$ cat config.mk
export PLATFORM = sky130hd
export DESIGN_NAME = pipelined_result_rounder
export DESIGN_NICKNAME = d
export VERILOG_FILES = /design/src/rtl/pipelined_result_rounder.sv
export SDC_FILE = /design/constraint.sdc
export NUM_CORES = 1
export LEC_CHECK = 0
export ABC_CLOCK_PERIOD_IN_PS = 3670
export BUFFER_PORTS_ARGS = -buffer_cell sky130_fd_sc_hd__buf_2
export CAP_MARGIN = 20
export CORE_MARGIN = 3
export CORE_UTILIZATION = 40
export DETAILED_ROUTE_END_ITERATION = 10
export PLACE_DENSITY = 0.73
export SLEW_MARGIN = 0
export SYNTH_ARGS = -nofsm -noshare
export SYNTH_HDL_FRONTEND = slang
export SYNTH_SLANG_ARGS = --single-unit
$ cat constraint.sdc
create_clock -name clk -period 3.67 [get_ports clk]
set_input_delay 0.5505 -clock clk [delete_from_list [all_inputs] [get_ports clk]]
set_output_delay 0.5505 -clock clk [all_outputs]
set_load 0.05 [all_outputs]
$ cat src/rtl/pipelined_result_rounder.sv
// ============================================================================
// Module   : pipelined_result_rounder
// Purpose  : Two-stage pipelined IEEE-754 rounder. Takes an unrounded
//            sign/exponent/mantissa plus guard/sticky bits and applies one of
//            five rounding modes per transaction, producing the rounded value
//            with overflow and inexact flags. Valid/ready handshake with full
//            backpressure; throughput one result per cycle.
// Ports    :
//   clk, rst_n             clock (rising edge), async active-low reset
//   in_valid / in_ready    input handshake (in_ready depends only on output side)
//   in_sign                sign, passed through unchanged
//   in_exponent            unrounded biased exponent
//   in_mantissa            unrounded stored mantissa (hidden bit excluded)
//   in_rounding_bits       bits below mantissa LSB: MSB guard, rest sticky
//   in_rounding_mode       0 RNE, 1 RTZ, 2 RDN, 3 RUP, 4 RMM, 5..7 default
//   out_valid / out_ready  output handshake
//   out_sign/exponent/mantissa  rounded result
//   out_overflow           rounding carried exponent to all-ones (result Inf)
//   out_inexact            rounding bits were non-zero
// Revision : 1.0 - initial release
// ============================================================================
`default_nettype none

module pipelined_result_rounder #(
  parameter int EXPONENT_WIDTH = 8,
  parameter int MANTISSA_WIDTH = 23,
  parameter int ROUNDING_BITS  = 3,
  parameter int DEFAULT_MODE   = 0
) (
  input  logic                      clk,
  input  logic                      rst_n,
  input  logic                      in_valid,
  output logic                      in_ready,
  input  logic                      in_sign,
  input  logic [EXPONENT_WIDTH-1:0] in_exponent,
  input  logic [MANTISSA_WIDTH-1:0] in_mantissa,
  input  logic [ROUNDING_BITS-1:0]  in_rounding_bits,
  input  logic [2:0]                in_rounding_mode,
  output logic                      out_valid,
  input  logic                      out_ready,
  output logic                      out_sign,
  output logic [EXPONENT_WIDTH-1:0] out_exponent,
  output logic [MANTISSA_WIDTH-1:0] out_mantissa,
  output logic                      out_overflow,
  output logic                      out_inexact
);

  localparam logic [2:0] C_MODE_RNE = 3'd0;
  localparam logic [2:0] C_MODE_RTZ = 3'd1;
  localparam logic [2:0] C_MODE_RDN = 3'd2;
  localparam logic [2:0] C_MODE_RUP = 3'd3;
  localparam logic [2:0] C_MODE_RMM = 3'd4;
  localparam logic [2:0] C_MODE_DEF = 3'(DEFAULT_MODE);

  // --------------------------------------------------------------------------
  // Handshake: whole pipeline moves together whenever the output register is
  // empty or being drained.
  // --------------------------------------------------------------------------
  logic w_advance;
  logic r_s2_valid;

  assign w_advance = !r_s2_valid || out_ready;
  assign in_ready  = w_advance;

  // --------------------------------------------------------------------------
  // Stage 1: rounding decision
  // --------------------------------------------------------------------------
  logic       w_guard;
  logic       w_sticky;
  logic       w_any;
  logic       w_special;
  logic [2:0] w_mode;
  logic       w_round_up;
  logic       w_inexact;

  assign w_guard   = in_rounding_bits[ROUNDING_BITS-1];
  assign w_sticky  = |in_rounding_bits[ROUNDING_BITS-2:0];
  assign w_any     = w_guard | w_sticky;
  assign w_special = &in_exponent;   // Inf/NaN: never rounded
  assign w_mode    = (in_rounding_mode > C_MODE_RMM) ? C_MODE_DEF : in_rounding_mode;

  always_comb begin
    w_round_up = 1'b0;
    case (w_mode)
      C_MODE_RNE: w_round_up = w_guard && (w_sticky || in_mantissa[0]);
      C_MODE_RTZ: w_round_up = 1'b0;
      C_MODE_RDN: w_round_up = in_sign && w_any;
      C_MODE_RUP: w_round_up = !in_sign && w_any;
      C_MODE_RMM: w_round_up = w_guard;
      default:    w_round_up = 1'b0;
    endcase
    if (w_special) begin
      w_round_up = 1'b0;
    end
  end

  assign w_inexact = w_any && !w_special;

  logic                      r_s1_valid;
  logic                      r_s1_sign;
  logic [EXPONENT_WIDTH-1:0] r_s1_exponent;
  logic [MANTISSA_WIDTH-1:0] r_s1_mantissa;
  logic                      r_s1_round_up;
  logic                      r_s1_inexact;

  always_ff @(posedge clk or negedge rst_n) begin
    if (!rst_n) begin
      r_s1_valid    <= 1'b0;
      r_s1_sign     <= 1'b0;
      r_s1_exponent <= '0;
      r_s1_mantissa <= '0;
      r_s1_round_up <= 1'b0;
      r_s1_inexact  <= 1'b0;
    end else if (w_advance) begin
      r_s1_valid    <= in_valid;
      r_s1_sign     <= in_sign;
      r_s1_exponent <= in_exponent;
      r_s1_mantissa <= in_mantissa;
      r_s1_round_up <= w_round_up;
      r_s1_inexact  <= w_inexact;
    end
  end

  // --------------------------------------------------------------------------
  // Stage 2: increment with carry into the exponent
  // --------------------------------------------------------------------------
  logic [MANTISSA_WIDTH:0]   w_mant_sum;
  logic                      w_carry;
  logic [EXPONENT_WIDTH-1:0] w_exp_next;
  logic                      w_overflow;
  logic [MANTISSA_WIDTH-1:0] w_mant_next;

  assign w_mant_sum  = {1'b0, r_s1_mantissa} + {{MANTISSA_WIDTH{1'b0}}, r_s1_round_up};
  assign w_carry     = w_mant_sum[MANTISSA_WIDTH];
  assign w_exp_next  = r_s1_exponent + {{(EXPONENT_WIDTH-1){1'b0}}, w_carry};
  // Only a rounding carry can reach all-ones: special inputs never round up.
  assign w_overflow  = w_carry && (&w_exp_next);
  assign w_mant_next = w_overflow ? '0 : w_mant_sum[MANTISSA_WIDTH-1:0];

  logic                      r_s2_sign;
  logic [EXPONENT_WIDTH-1:0] r_s2_exponent;
  logic [MANTISSA_WIDTH-1:0] r_s2_mantissa;
  logic                      r_s2_overflow;
  logic                      r_s2_inexact;

  always_ff @(posedge clk or negedge rst_n) begin
    if (!rst_n) begin
      r_s2_valid    <= 1'b0;
      r_s2_sign     <= 1'b0;
      r_s2_exponent <= '0;
      r_s2_mantissa <= '0;
      r_s2_overflow <= 1'b0;
      r_s2_inexact  <= 1'b0;
    end else if (w_advance) begin
      r_s2_valid    <= r_s1_valid;
      r_s2_sign     <= r_s1_sign;
      r_s2_exponent <= w_exp_next;
      r_s2_mantissa <= w_mant_next;
      r_s2_overflow <= w_overflow;
      r_s2_inexact  <= r_s1_inexact | w_overflow;
    end
  end

  assign out_valid    = r_s2_valid;
  assign out_sign     = r_s2_sign;
  assign out_exponent = r_s2_exponent;
  assign out_mantissa = r_s2_mantissa;
  assign out_overflow = r_s2_overflow;
  assign out_inexact  = r_s2_inexact;

endmodule

`default_nettype wire

After elaboration in Yosys (flattened, before gate mapping) --
Cells that the tools add are included. Widths: inputs -> output; s select.
Storage, ports and cells: register bits 70, input port bits 42, output and inout port bits 36, logic and storage cells 38
Cells by class: add/subtract/negate cells 2, $lt $le $gt $ge 1, equal/unequal tests 3, muxes and demuxes 4, bitwise logic cells 2, reduce and logical (&&, ||, !) cells 14
Operator list (count):
- $add 23x1->24 | 1
- $mux 23 | 1
- $reduce_and 8->1 | 2
- $add 8x1->8 | 1
- $eq 3x2->1 const B | 2
- $logic_and 1x1->1 | 5
- $pmux 1 s4 | 1
- $eq 3x3->1 const B | 1
- $gt 3x3->1 const B | 1
- $logic_not 1->1 | 3
- $logic_not 3->1 | 1
- $mux 3 | 1
- $logic_or 1x1->1 | 2
- $or 1x1->1 | 2
- $reduce_or 2->1 | 1
- $mux 1 | 1

Depth between registers and ports, before layout --
depth after elaboration 5, mapped depth 11

Worst setup path before layout --
Ideal clock, no wire load.
path kind flip-flop to flip-flop, from reg r_s1_mantissa[15], to reg r_s2_mantissa[14] (netlist: out_mantissa[14]), arrival time 2.718 ns, data required time 3.576 ns, setup slack 0.858 ns, cell stages (with the launch flop) 11, buffers on the path 1, clock period less this slack 2.812 ns, cell sequence dfrtp_1 -> nand3_1 -> or4_4 -> nor3_1 -> ha_1 -> ha_1 -> and3b_1 -> o31a_1 -> o2111a_2 -> buf_6 -> a211oi_1
On the way: cells in the longest elaborated chain, start to end 5
Ends and longest elaborated chain:
- start: declaration | line 102 | logic [MANTISSA_WIDTH-1:0] r_s1_mantissa;
- start signal: assignment | line 118 | r_s1_mantissa <= in_mantissa;
- $add 23x1->24 * | line 133 | assign w_mant_sum = {1'b0, r_s1_mantissa} + {{MANTISSA_WIDTH{1'b0}}, r_s1_round_up};
- $add 8x1->8 | line 135 | assign w_exp_next = r_s1_exponent + {{(EXPONENT_WIDTH-1){1'b0}}, w_carry};
- $reduce_and 8->1 | line 137 | assign w_overflow = w_carry && (&w_exp_next);
- $logic_and 1x1->1 * | line 137
- $mux 23 * | line 138 | assign w_mant_next = w_overflow ? '0 : w_mant_sum[MANTISSA_WIDTH-1:0];
- end signal: assignment | line 158 | r_s2_mantissa <= w_mant_next;
- end: declaration | line 142 | logic [MANTISSA_WIDTH-1:0] r_s2_mantissa;
Every way passes the cells marked *; elsewhere a longest branch is shown, timed or not. A chain may end at the register's enable or synchronous reset.

Worst setup path in the final report --
from reg r_s1_mantissa[12], to reg r_s2_overflow (netlist: out_overflow)
On the way: cells in the longest elaborated chain, start to end 4
Ends and longest elaborated chain:
- $add 23x1->24 * | line 133
- $add 8x1->8 | line 135
- $reduce_and 8->1 | line 137
- $logic_and 1x1->1 * | line 137
- end signal: assignment | line 159 | r_s2_overflow <= w_overflow;
- end: declaration | line 143 | logic r_s2_overflow;
Marked as above.

==> flow_summary.toml <==
[worst_setup_path]
r2r_setup_slack_ps = 560
end_kind = "register"
crit_arrival_ps = 3340
crit_type = "reg2reg"
crit_chain = "nand3_2 -> or4_4 -> nor3_1 -> ha_1 -> ha_1 -> and3b_1 -> o31a_1 -> o2111a_2 -> a21o_1"
crit_family = "simple AND/OR/NAND/NOR gates"
cp_max_fo = 15
critPathMostFrequentCell = "ha_1"
cp.required_ps = 3900
start_kind = "register"
reg2reg_depth = 9
path_buf_inv = 0
max_stage_delay_ps = 560
cp_slowest_cell = "or4_4"
reg2reg_to = "out_overflow"
rr_startpoint = "r_s1_mantissa[12]"

[grt]
antenna_found_initial = 0
gr-usage-all-layers = 0.1674
grt_pass1_vias = 2717
grt_overflow = 0
grt_pass1_wl_mm = 12.77
grt_start_max_net_pins = 63

[clocking]
ctsHoldBuffers = 0
cts_made_buffers = 9
clk_latency_ps = 340
cts_max_path_buffers = 2
path_clk_slew_ps = 70
cts-root-buf = "clkbuf_8"
cts.htree.levels = 3
cts_resized = 0
cts_setup_buffers = 0
cts_tree = "built"
numClockSinks = 70

[logic_synthesis]
syn_inst = 368
synth_warnings = 0
yosys.area.top_type = "dfrtp_1"
ys_seq_elements = 70
synth.distinct_cells = 39
synth_area_leaders = "dfrtp_1 (52%), nand2_1 (14%), xnor2_1 (4.7%)"
synth.avg_cell_area_um2 = 9.081
synth_area_um2 = 3342
syn-num-nets = 415
synth_top_area_share = 0.5241
ys_seq_area_frac = 0.5241

[final_layout]
multi_input_area_um2 = 1478
ff_latch_area_um2 = 1752
mostFrequentLayoutCells = "nand2_1 (122), buf_2 (77), dfrtp_1 (70), nor2_1 (27), o21ai_0 (22)"
final.fill_count = 769
areaGrowthSynthToFinish_pct = 18.76
mostFrequentLayoutCell = "nand2_1"
drive_above_1_share = 0.2399
nets = 489
diodes = 0

[status]
status = "finished, final reports clean"

[sta]
max_freq_ghz = 0.3211
whs_ps = 218.4
hold_viol_final = 0
maxSlewViolCount = 0
rsz0062_at_grt = "false"
worst_pin_slew_ps = 711.5
slew_headroom = 0.5213
fin_skew_ps = 4.946
timing.final.crit_period_ps = 3114
setup_viol = 0
setup_tns_ps = 0
layout_setup_ws_ps = 555.5
finalCritPeriodShare = 0.8486

[power_and_ir_drop]
leakage_nw = 1.882
irDropWorstVdd_mv = 0.2157
power.density_nw_per_um2 = 551.0

[drt]
first_iter_violations = 105
drc = 0
wire_per_inst_um = 13.74
routed_wl_mm = 7.530
vias = 2718
via_per_inst = 4.960
drtAntennaViolNets = 0
drtPass1Iterations = 4

[floorplanning]
start_util = 0.4216
ios = 78
die_height_um = 97.41
core-area_um2 = 7928
fp.dieW_um = 97.41
rows = 32
die-area_um2 = 9488

[placement]
io_buffers = 77
gp_congestion = 0.8663
dpl.hpwl_mm = 5.568
pre_cts_ws_ps = 575.0

[min_path]
hp-class = "in2async"

[job]
max_cap_viol_count = 0
==> worst reg2reg max path: stages (launching register included) <==
cell and delay (ps):
dfrtp_1 430, nand3_2 160, or4_4 560, nor3_1 320, ha_1 210, ha_1 250
and3b_1 200, o31a_1 280, o2111a_2 370, a21o_1 220
==> layout make-up <==
| type | count | share of cell area |
|---|---|---|
| Clock buffer | 11 | 0.03815 |
| Sequential cell | 70 | 0.4414 |
| Tap cell | 102 | 0.03216 |
| Multi-Input combinational cell | 273 | 0.3723 |
| Inverter | 8 | 0.007566 |
| Clock inverter | 4 | 0.005675 |
| Timing Repair Buffer | 80 | 0.1028 |
==> power breakdown <==
group | switching (mW) | total [mW] | internal (mW)
combinational | 0.467 | 0.636 | 0.169
sequential | 0.104 | 1.00 | 0.897
clock | 0.275 | 0.550 | 0.275
==> per-layer routing <==
| metal | vias to the layer above | part of all wire | GRT usage |
|---|---|---|---|
| met5 | - | 0 | 0 |
| met1 | 1298 | 0.44 | 0.2072 |
| met4 | 0 | 0.017 | 0.06709 |
| met2 | 48 | 0.51 | 0.2852 |
| li1 | 1362 | - | - |
| met3 | 10 | 0.037 | 0.03446 |
==> state kept, by name, summed over array words and instances (netlist names) <==
register,cells
out_valid,1
r_s1_inexact,1
r_s1_exponent,8
out_sign,1
r_s1_valid,1
out_inexact,1
out_exponent,8
r_s1_round_up,1
out_overflow,1
r_s1_sign,1
r_s1_mantissa,23
out_mantissa,23
==> through the flow <==
step / power (mW) / util / std cells / instance area [um2]
floorplan: 1.473 / - / 368 / 3342
global placement: 1.643 / 0.4787 / 533 / 3795
detailed placement: 1.659 / 0.4787 / 533 / 3795
CTS: 2.209 / 0.5006 / 548 / 3969
global route: 2.303 / 0.5006 / 548 / 3969
finish: 2.187 / 0.5006 / 548 / 3969
==> worst max-delay path by stage <==
stage	from	endpoint	slack, ps	depth (start not counted)
2_1_floorplan	r_s1_mantissa[15]	out_mantissa[14]	860	10
3_3_place_gp	r_s1_mantissa[12]	out_inexact	700	9
3_5_place_dp	r_s1_mantissa[13]	out_inexact	580	9
4_1_cts	r_s1_mantissa[13]	out_overflow	550	9
5_1_grt	r_s1_mantissa[13]	out_mantissa[6]	320	9
6_report	r_s1_mantissa[12]	out_overflow	560	9
==> synth_stat cells <==
library cell and number:
o31a_1 1, a31oi_1 2, maj3_1 1, a211oi_2 2
xor2_1 9, o21bai_1 1, nand3_2 1, o22ai_1 1
nor4_1 3, ha_1 5, nand2_1 122, buf_6 3
dfrtp_1 70, nor4b_1 1, and4_2 1, or4_4 2
and3b_1 1, buf_4 1, clkbuf_1 13, o21ai_1 1
xnor2_1 18, nor3_1 5, nor2_1 27, a21o_1 1
and4_1 1, o2111a_2 1, a211oi_1 9, nor4_4 1
a21oi_2 1, nand4_2 1, nand3_1 11, nor2b_1 2
a21oi_1 4, nand2b_1 4, o21ai_0 22, nand4_1 6
nor3b_1 2, inv_1 8, or3_1 3
==> cells by family (layout without fill, tap and decap cells) <==
family / Yosys count / in the layout / share of synthesized area
AO/OA/AOI/OAI: 46 / 46 / 0.08723
XOR/XNOR: 27 / 27 / 0.07076
adder cells (fa/ha/maj): 6 / 6 / 0.02171
buffers and inverters: 25 / 103 / 0.03594
flip-flops: 70 / 70 / 0.5241
AND/OR/NAND/NOR: 194 / 194 / 0.2602
Power figures use the tool's default switching activity.
